$ cat src/rtl/mips_mc_ctrl.sv
// Multicycle MIPS control unit: sequences fetch, decode, execute, memory and
// write-back, and drives the datapath enables, mux selects and ALU code.

package AluCtrlSig_pkg;
  // Primary opcodes (instr[31:26])
  localparam logic [5:0] ADD_op  = 6'h00;  // R-type
  localparam logic [5:0] LW_op   = 6'h23;
  localparam logic [5:0] SW_op   = 6'h2B;
  localparam logic [5:0] J_op    = 6'h02;
  localparam logic [5:0] BEQ_op  = 6'h04;
  localparam logic [5:0] BNE_op  = 6'h05;
  localparam logic [5:0] ADDI_op = 6'h08;

  // R-type funct codes (instr[5:0])
  localparam logic [5:0] F_ADD = 6'h20;
  localparam logic [5:0] F_SUB = 6'h22;
  localparam logic [5:0] F_AND = 6'h24;
  localparam logic [5:0] F_OR  = 6'h25;
  localparam logic [5:0] F_NOR = 6'h27;
  localparam logic [5:0] F_SLT = 6'h2A;
  localparam logic [5:0] F_XOR = 6'h26;

  // ALU operation codes
  localparam logic [3:0] ALU_ADD = 4'd2;
  localparam logic [3:0] ALU_SUB = 4'd6;
  localparam logic [3:0] ALU_AND = 4'd0;
  localparam logic [3:0] ALU_OR  = 4'd1;
  localparam logic [3:0] ALU_NOR = 4'd12;
  localparam logic [3:0] ALU_SLT = 4'd7;
  localparam logic [3:0] ALU_XOR = 4'd13;

  // Controller states; the encoding is visible on state_o
  typedef enum logic [3:0] {
    S_RESET    = 4'd0,
    S_FETCH    = 4'd1,
    S_DECODE   = 4'd2,
    S_MEMADR   = 4'd3,
    S_MEMRD    = 4'd4,
    S_MEMWB    = 4'd5,
    S_MEMWR    = 4'd6,
    S_RTYPE_EX = 4'd7,
    S_ALUWB    = 4'd8,
    S_ADDI_EX  = 4'd9,
    S_BRANCH   = 4'd10,
    S_JUMP     = 4'd11
  } state_t;
endpackage

module mips_mc_ctrl
  import AluCtrlSig_pkg::*;
(
  input  logic        clk,
  input  logic        rst_n,
  input  logic [31:0] instr,
  input  logic        zero,
  input  logic        mem_ready,
  output logic        pc_en,
  output logic        ir_write,
  output logic        i_or_d,
  output logic        mem_read,
  output logic        mem_write,
  output logic        reg_write,
  output logic        reg_dst,
  output logic        mem_to_reg,
  output logic        alu_src_a,
  output logic [1:0]  alu_src_b,
  output logic [3:0]  alu_ctrl,
  output logic [1:0]  pc_src,
  output logic        instr_done,
  output logic        illegal_op,
  output logic [3:0]  state_o
);

  state_t     state_q, state_d;
  logic       reset_done_q;   // RESET has already spent one cycle after release
  logic [5:0] opcode_q;
  logic [5:0] funct_q;
  logic       funct_ill_q;    // R-type funct was undecodable; blocks write-back
  logic [3:0] rtype_ctrl;
  logic       rtype_ill;

  // Only the opcode and funct fields steer the sequence.
  logic unused_instr_bits;
  assign unused_instr_bits = ^instr[25:6];

  assign state_o = state_q;

  // Map the latched funct onto an ALU code; unknown functs fall back to ADD.
  always_comb begin
    rtype_ill = 1'b0;
    case (funct_q)
      F_ADD:   rtype_ctrl = ALU_ADD;
      F_SUB:   rtype_ctrl = ALU_SUB;
      F_AND:   rtype_ctrl = ALU_AND;
      F_OR:    rtype_ctrl = ALU_OR;
      F_NOR:   rtype_ctrl = ALU_NOR;
      F_SLT:   rtype_ctrl = ALU_SLT;
      F_XOR:   rtype_ctrl = ALU_XOR;
      default: begin
        rtype_ctrl = ALU_ADD;
        rtype_ill  = 1'b1;
      end
    endcase
  end

  // Next-state and datapath control decode, combinational from the state.
  always_comb begin
    // NOTE: every output gets a default before the case so that no path
    // leaves a signal unassigned and infers a latch.
    state_d    = state_q;
    pc_en      = 1'b0;
    ir_write   = 1'b0;
    i_or_d     = 1'b0;
    mem_read   = 1'b0;
    mem_write  = 1'b0;
    reg_write  = 1'b0;
    reg_dst    = 1'b0;
    mem_to_reg = 1'b0;
    alu_src_a  = 1'b0;
    alu_src_b  = 2'd0;
    alu_ctrl   = 4'd0;
    pc_src     = 2'd0;
    instr_done = 1'b0;
    illegal_op = 1'b0;

    case (state_q)
      // One idle cycle after release so the first FETCH lands on the second edge.
      S_RESET: state_d = reset_done_q ? S_FETCH : S_RESET;
      S_FETCH: begin
        mem_read  = 1'b1;
        alu_src_b = 2'd1;
        alu_ctrl  = ALU_ADD;
        ir_write  = mem_ready;
        pc_en     = mem_ready;
        if (mem_ready) state_d = S_DECODE;
      end
      S_DECODE: begin
        // IR was loaded at the end of FETCH, so the opcode is read live here.
        alu_src_b = 2'd3;
        alu_ctrl  = ALU_ADD;
        case (instr[31:26])
          LW_op, SW_op:   state_d = S_MEMADR;
          ADD_op:         state_d = S_RTYPE_EX;
          ADDI_op:        state_d = S_ADDI_EX;
          BEQ_op, BNE_op: state_d = S_BRANCH;
          J_op:           state_d = S_JUMP;
          default: begin
            illegal_op = 1'b1;
            instr_done = 1'b1;
            state_d    = S_FETCH;
          end
        endcase
      end
      S_MEMADR: begin
        alu_src_a = 1'b1;
        alu_src_b = 2'd2;
        alu_ctrl  = ALU_ADD;
        state_d   = (opcode_q == SW_op) ? S_MEMWR : S_MEMRD;
      end
      S_MEMRD: begin
        mem_read = 1'b1;
        i_or_d   = 1'b1;
        if (mem_ready) state_d = S_MEMWB;
      end
      S_MEMWB: begin
        reg_write  = 1'b1;
        mem_to_reg = 1'b1;
        instr_done = 1'b1;
        state_d    = S_FETCH;
      end
      S_MEMWR: begin
        mem_write = 1'b1;
        i_or_d    = 1'b1;
        if (mem_ready) begin
          instr_done = 1'b1;
          state_d    = S_FETCH;
        end
      end
      S_RTYPE_EX: begin
        alu_src_a  = 1'b1;
        alu_ctrl   = rtype_ctrl;
        illegal_op = rtype_ill;
        state_d    = S_ALUWB;
      end
      S_ALUWB: begin
        reg_dst    = (opcode_q == ADD_op);
        reg_write  = (opcode_q == ADDI_op) || !funct_ill_q;
        instr_done = 1'b1;
        state_d    = S_FETCH;
      end
      S_ADDI_EX: begin
        alu_src_a = 1'b1;
        alu_src_b = 2'd2;
        alu_ctrl  = ALU_ADD;
        state_d   = S_ALUWB;
      end
      S_BRANCH: begin
        alu_src_a  = 1'b1;
        alu_ctrl   = ALU_SUB;
        pc_src     = 2'd1;
        pc_en      = (opcode_q == BEQ_op) ? zero : !zero;
        instr_done = 1'b1;
        state_d    = S_FETCH;
      end
      S_JUMP: begin
        pc_src     = 2'd2;
        pc_en      = 1'b1;
        instr_done = 1'b1;
        state_d    = S_FETCH;
      end
      default: state_d = S_RESET;
    endcase
  end

  // State register plus opcode/funct capture for the rest of the instruction.
  always_ff @(posedge clk or negedge rst_n) begin
    // NOTE: non-blocking assignments so every register samples pre-edge values.
    if (!rst_n) begin
      state_q      <= S_RESET;
      reset_done_q <= 1'b0;
      opcode_q     <= 6'd0;
      funct_q      <= 6'd0;
      funct_ill_q  <= 1'b0;
    end else begin
      state_q <= state_d;
      if (state_q == S_RESET) reset_done_q <= 1'b1;
      if (state_q == S_DECODE) begin
        opcode_q <= instr[31:26];
        funct_q  <= instr[5:0];
      end
      if (state_q == S_RTYPE_EX) funct_ill_q <= rtype_ill;
    end
  end

endmodule

$ cat config.mk
export PLATFORM = sky130hd
export DESIGN_NAME = mips_mc_ctrl
export DESIGN_NICKNAME = d
export VERILOG_FILES = /design/src/rtl/mips_mc_ctrl.sv
export SDC_FILE = /design/constraint.sdc
export NUM_CORES = 1
export LEC_CHECK = 0
export BUFFER_PORTS_ARGS = -buffer_cell sky130_fd_sc_hd__buf_2
export CORE_MARGIN = 5
export CORE_UTILIZATION = 46
export DETAILED_ROUTE_END_ITERATION = 10
export GPL_TIMING_DRIVEN = 0
export PLACE_DENSITY = 0.9
export SLEW_MARGIN = 5
export SYNTH_ARGS = -nofsm -noshare
export SYNTH_HDL_FRONTEND = slang
export SYNTH_SLANG_ARGS = --single-unit
$ cat constraint.sdc
create_clock -name clk -period 2.05 [get_ports clk]
set_clock_uncertainty 0.05 [all_clocks]
set_input_delay 0.1025 -clock clk [delete_from_list [all_inputs] [get_ports clk]]
set_output_delay 0.1025 -clock clk [all_outputs]
set_load 0.005 [all_outputs]
==> results of run 1 <==
[final cells by class]
cell class,instances,area share
clock buffers,4,0.02219
well taps,31,0.02372
repair buffers,45,0.1591
plain buffers,9,0.03826
flip-flops and latches,18,0.2762
inverters,3,0.006886
multi-input cells,109,0.4736
[state kept, by name (all words and copies together), names as in the netlist]
register	cells
reset_done_q	1
funct_q	6
state_o	4
funct_ill_q	1
opcode_q	6
[through the flow]
stage	power, W	hold WS (ns)	instance area [um2]	setup WS, ns	cells
floorplan	0.001354	-0.2431	1292	0.4640	139
global placement	0.001650	0.0009817	1521	0.3715	208
detailed placement	0.001685	0.007879	1521	0.3633	208
CTS	0.001921	0.0008877	1618	0.02574	218
global route	0.002083	0.02326	1635	0.009174	219
finish	0.001928	0.02786	1635	0.07492	219
[power groups by stage]
stage / logic [W] / registers (W) / clock network, W
after floorplan: 0.000730 / 0.000624 / 0
after global placement: 0.00100 / 0.000650 / 0
after detailed placement: 0.00102 / 0.000663 / 0
after CTS: 0.00104 / 0.000657 / 0.000228
after global routing: 0.00115 / 0.000690 / 0.000240
final: 0.00104 / 0.000661 / 0.000223
[logic make-up after synthesis]
family / share of synthesized area
AO/OA/AOI/OAI: 0.1762
XOR/XNOR: 0.006778
buffers and inverters: 0.05711
flip-flops: 0.3485
multiplexers: 0.1200
AND/OR/NAND/NOR: 0.2914
[path summary, 6_finish.rpt]
| path | slack (ns) | cells past startpoint | endpoint | startpoint |
|---|---|---|---|---|
| max | 0.07 | 5 | instr_done | state_o[3] |
| min | 0.03 | 2 | opcode_q[4] | instr[30] |
| max reg2reg | 0.34 | 4 | opcode_q[5] | state_o[2] |
| min reg2reg | 0.42 | 1 | reset_done_q | reset_done_q |
| max in group asynchronous | 1.43 | 2 | state_o[3] | rst_n |
| min in group asynchronous | 0.21 | 2 | funct_q[3] | rst_n |
[layout by cell type (no fill, tap or decap), drive strengths merged, types with 4 or more instances in the layout]
| cell type | n |
|---|---|
| a21oi | 4 |
| nand2 | 6 |
| nor2b | 6 |
| dfrtp | 18 |
| nor2 | 14 |
| dlygate4sd3 | 7 |
| clkbuf | 5 |
| nand2b | 8 |
| buf | 46 |
| nor3 | 5 |
| mux2 | 12 |
| nor3b | 4 |
| o21ai | 7 |
[critical path: stages (launching register included)]
cell and delay, ns:
dfrtp_2 0.46, buf_6 0.15, or2_2 0.31, a311o_1 0.31, o221ai_2 0.16, buf_2 0.15
[per-layer routing]
| layer | routed length, um | up-vias | share of wire |
|---|---|---|---|
| li1 | - | 612 | - |
| met1 | 1448 | 603 | 0.43 |
| met2 | 1612 | 73 | 0.47 |
| met3 | 296 | 7 | 0.087 |
| met4 | 36 | 0 | 0.011 |
| met5 | 0 | - | 0 |
[repair_timing]
item                                   4_1_cts  5_1_grt
gates resized for setup                      0        2
setup endpoints to repair                    0        1
endpoints found under the hold margin       23        1
hold buffers                                 6        1
==> results.md, run 1 <==
* Synthesized cell area at 1292 um2
* RePlAce Congestion at 0.8716
* Area growth, synth to finish at 26.52%
* CTS root buffer: clkbuf_4
* Synthesized Nets at 175
* RSZ-0062 raised after global routing: no
* GRT met3 Usage at 0.02698
* Flops & latches, synth at 18
* Least-Margin Pin Slew at 0.5049 ns
* Synth top cells by count: 18 x dfrtp_1, 14 x nor2_1, 12 x mux2_2, 8 x nand2b_1
* Gr busiest metal: met2
* Multi-input logic area at 774.5 um2
* Switch share at 0.4067
* Sw Pwr at 0.0007843 W
* Gr ovfl total at 0
* Fin Setup TNS at 0 ns
* Data required time of the worst path at 1.90 ns
* DR iter-0 viols at 120
* IO Port Bufs at 38
* Ant diodes at 0
* Met1 Track Usage GR at 0.2352
* Yosys top cell area share at 0.3485
* Total Die Area at 3970 um2
* Dominant synthesized flop cell: dfrtp_1
* Worst-path clk slew at 0.11 ns
* Die Wd at 63.01 um
* Cell row count at 19
* Yosys cell types at 44
* Clock sinks at 18
* Vias in the first global route at 1204
* Met2 usage at 0.2769
* Internal power at 0.001144 W
* Critical Path End Type: output pin
* H-tree level count at 1
* Post-route ant nets at 0
* Total GRT Usage at 0.1700
* Max Freq at 506.3 MHz
* Final period util at 0.9635
* CP Launch Type: register
* Largest net degree at the start of global routing at 19
* Max_cap viols at 0
* Finished Core Util at 0.5982
* Fraction of layout instances using a drive strength above 1 at 0.3617
* Combinational share of power at 0.542
* DR WL/cell at 15.50 um
* Clock power frac at 0.116
* Worst vdd ir at 0.9659 mV
* DPL Wire Length at 2524 um
* Number of flops mapped to enable cells by yosys at 0
* Worst hold path type: in -> reg
* Max-slew headroom at 0.6586
* CTS tree: built
* DR vias at 1295
* Layout net count at 225
* Register share of total power at 0.343
* Via-to-Cell Ratio at 5.913
* Setup violations, final at 0
* WS Path Type: reg -> out
* CP Data Arrival Time at 1.82 ns
* Largest area contributor in the netlist: dfrtp_1
* Pleak at 0.7405 nW
* Max Fanout on Critical Path at 10
* Final Hold Vio Count at 0
* Post-synthesis sequential area ratio at 0.3485
* Leading post-synthesis cells by cell area: dfrtp_1 35%, mux2_2 10%, nor2_1 4.1%
* Syn Area/Cell at 9.298 um2
* Core footprint at 2734 um2
* I/O Pins at 59
* CTS Buf Count at 3
* Routed wire length at 3394 um
* Pwr dens at 1179 nW/um2
* Synth warnings at 0
* Syn Inst Count at 139
* Post-CTS setup buffer count at 0
* Register area at 451.7 um2
* Count leader, synth: dfrtp_1
* Clock Tree Buf Depth at 2
* Initial antenna violation count at 0
* FILL cells at 229
* DR pass1 iterations at 4
* First-pass GRT wire length at 5568 um
* Chip Height at 63.01 um
* DRC violations left at 0
* Outcome: finished, final reports clean
* Worst-Skew Late Latency at 0.29 ns
* Slew Limit Fails at 0
* Initial Util at 0.4728
* Tmin final at 1.975 ns
* Async S/R FF share, synth at 1.000
No activity file was read; power rests on OpenSTA's default activity.
==> run 2: changes to the inputs <==
--- a/config.mk
+++ b/config.mk
@@ -7,10 +7,10 @@
 export LEC_CHECK = 0
 export BUFFER_PORTS_ARGS = -buffer_cell sky130_fd_sc_hd__buf_2
 export CORE_MARGIN = 5
-export CORE_UTILIZATION = 46
+export CORE_UTILIZATION = 50
 export DETAILED_ROUTE_END_ITERATION = 10
 export GPL_TIMING_DRIVEN = 0
-export PLACE_DENSITY = 0.9
+export PLACE_DENSITY = 0.95
 export SLEW_MARGIN = 5
 export SYNTH_ARGS = -nofsm -noshare
 export SYNTH_HDL_FRONTEND = slang
==> constraint.sdc (replaced) <==
create_clock -name clk -period 2.4 [get_ports clk]
set_clock_uncertainty 0.05 [all_clocks]
set_input_delay 0.6 -clock clk [delete_from_list [all_inputs] [get_ports clk]]
set_output_delay 0.6 -clock clk [all_outputs]
set_load 0.005 [all_outputs]
==> run 2 against run 1 <==
  * Combinational power down 7%
  * Clock power down 9.4%
  * Global-route usage up 3.6 points
  * Via count down 0.46%
  * Final area up 0.69%
  * Final cell count down 0.46%
  * Sequential power down 13%
  * Flip-flop and latch count unchanged
==> results.md, run 2 (synthesis results as in run 1) <==
* Via-to-Cell Ratio at 5.913
* Worst R2R End: funct_q[4]
* CTS Buf Count at 3
* Setup violations, final at 0
* Least-Margin Pin Slew at 0.4148 ns
* Vias in the first global route at 1189
* R2r startpoint: state_o[3]
* CP Data Arrival Time at 1.69 ns
* Clock Tree Buf Depth at 2
* Total Die Area at 3702 um2
* Non-filler cells, final at 218
* H-tree level count at 1
* Initial antenna violation count at 0
* Die Wd at 60.84 um
* Max Fanout on Critical Path at 9
* Initial Util at 0.5217
* CP Depth at 4
* Chip Height at 60.84 um
* Total GRT Usage at 0.2061
* DPL Wire Length at 2533 um
* DR WL/cell at 16.66 um
* Cell family with most CP delay: flip-flops
* Cells on worst reg2reg path at 4
* CTS tree: built
* I/O Pins at 59
* R2r setup slk at 0.60 ns
* Crit path launch: state_o[3]
* Area growth, synth to finish at 27.40%
* Largest net degree at the start of global routing at 19
* Worst vdd ir at 0.6239 mV
* Cell row count at 18
* Data required time of the worst path at 1.75 ns
* WS Path Type: reg -> out
* Post-route ant nets at 0
* Core footprint at 2477 um2
* CP Launch Type: register
* Commonest non-fill, non-tap cell in the layout: buf_2
* Pwr dens at 1059 nW/um2
* DRC violations left at 0
* Critical Path End Type: output pin
* Layout net count at 225
* Max-slew headroom at 0.7223
* FILL cells at 212
* Clock sinks at 18
* Final period util at 0.9751
* IO Port Bufs at 38
* DR pass1 iterations at 4
* Most frequent cells in the layout: 42 x buf_2, 15 x dfrtp_1, 14 x nor2_1, 12 x mux2_2, 10 x buf_4
* First-pass GRT wire length at 5609 um
* CP cell instances: or2_4 > a311o_1 > o221ai_2 > buf_2
* Outcome: finished, final reports clean
* Worst Setup EP: instr_done
* Worst-path clk slew at 0.12 ns
* Slew Limit Fails at 0
* Worst hold path type: in -> async
* Critical path's largest stage delay at 0.48 ns
* Final Hold Vio Count at 0
* Ant diodes at 0
* Placed insts at 207
* Routed wire length at 3632 um
* Fin Setup TNS at 0 ns
* Fraction of layout instances using a drive strength above 1 at 0.4521
* DR iter-0 viols at 62
* Max_cap viols at 0
* Worst-Skew Late Latency at 0.32 ns
* RePlAce Congestion at 0.8727
* Critical path's slowest cell: dfrtp_2
* CTS root buffer: clkbuf_4
* DR vias at 1289
* Pleak at 0.7511 nW
* Critical path buffer and inverter count at 1
* Gr ovfl total at 0
* CTS Hold Buffers Added at 0
* Max Freq at 427.3 MHz
* Tmin final at 2.340 ns
-- run 2: changes by cell type in the layout (fill, tap and decap cells not counted), sizes merged --
cell and change:
buf +7, dlygate4sd3 -7
-- run 2: power breakdown --
part           internal [W]  total [W]  switching, W
sequential         0.000441   0.000574      0.000133
combinational      0.000500   0.000968      0.000468
clock             0.0000930   0.000202      0.000109
-- run 2: per-layer routing --
metal	routed length, um	track usage	vias up
li1	-	-	612
met1	1555	0.2743	620
met2	1760	0.3313	51
met3	256	0.02553	6
met4	59	0.09907	0
met5	0	0	-
-- run 2: what timing repair did --
item | in CTS | in global routing
gates cloned | 0 | 0
endpoints found under the setup margin | 4 | 7
resized for setup | 5 | 10
setup buffers | 6 | 3
pin swaps | 3 | 2
-- run 2: layout make-up --
| cell class | count | area [um2] | area share |
|---|---|---|---|
| sequential | 18 | 454.2 | 0.2758 |
| timing repair buffer | 47 | 257.7 | 0.1565 |
| tap | 30 | 37.54 | 0.02280 |
| clock buffer | 4 | 36.28 | 0.02204 |
| inverter | 3 | 11.26 | 0.006839 |
| buffer | 7 | 42.54 | 0.02584 |
| multi-input combinational | 109 | 807.0 | 0.4901 |
-- run 2: stage by stage --
stage / instance area, um2 / worst slack, ns / util / hold slack (ns) / power (W)
floorplan: 1292 / 0.4387 / - / 0.2544 / 0.001157
global placement: 1520 / 0.1521 / 0.6136 / 0.3935 / 0.001407
detailed placement: 1520 / 0.1290 / 0.6136 / 0.4001 / 0.001435
CTS: 1605 / 0.0005881 / 0.6480 / 0.1551 / 0.001692
global route: 1647 / -0.007094 / 0.6646 / 0.1736 / 0.001874
finish: 1647 / 0.05972 / 0.6646 / 0.1413 / 0.001744
-- run 2: worst min path at each step --
| stage | from | endpoint | slack (ns) |
|---|---|---|---|
| 6_report | rst_n | funct_ill_q | 0.14 |
| 5_1_grt | rst_n | opcode_q[5] | 0.17 |
| 4_1_cts | rst_n | funct_ill_q | 0.16 |
| 3_5_place_dp | reset_done_q | reset_done_q | 0.40 |
| 3_3_place_gp | reset_done_q | reset_done_q | 0.39 |
| 2_1_floorplan | rst_n | funct_ill_q | 0.25 |
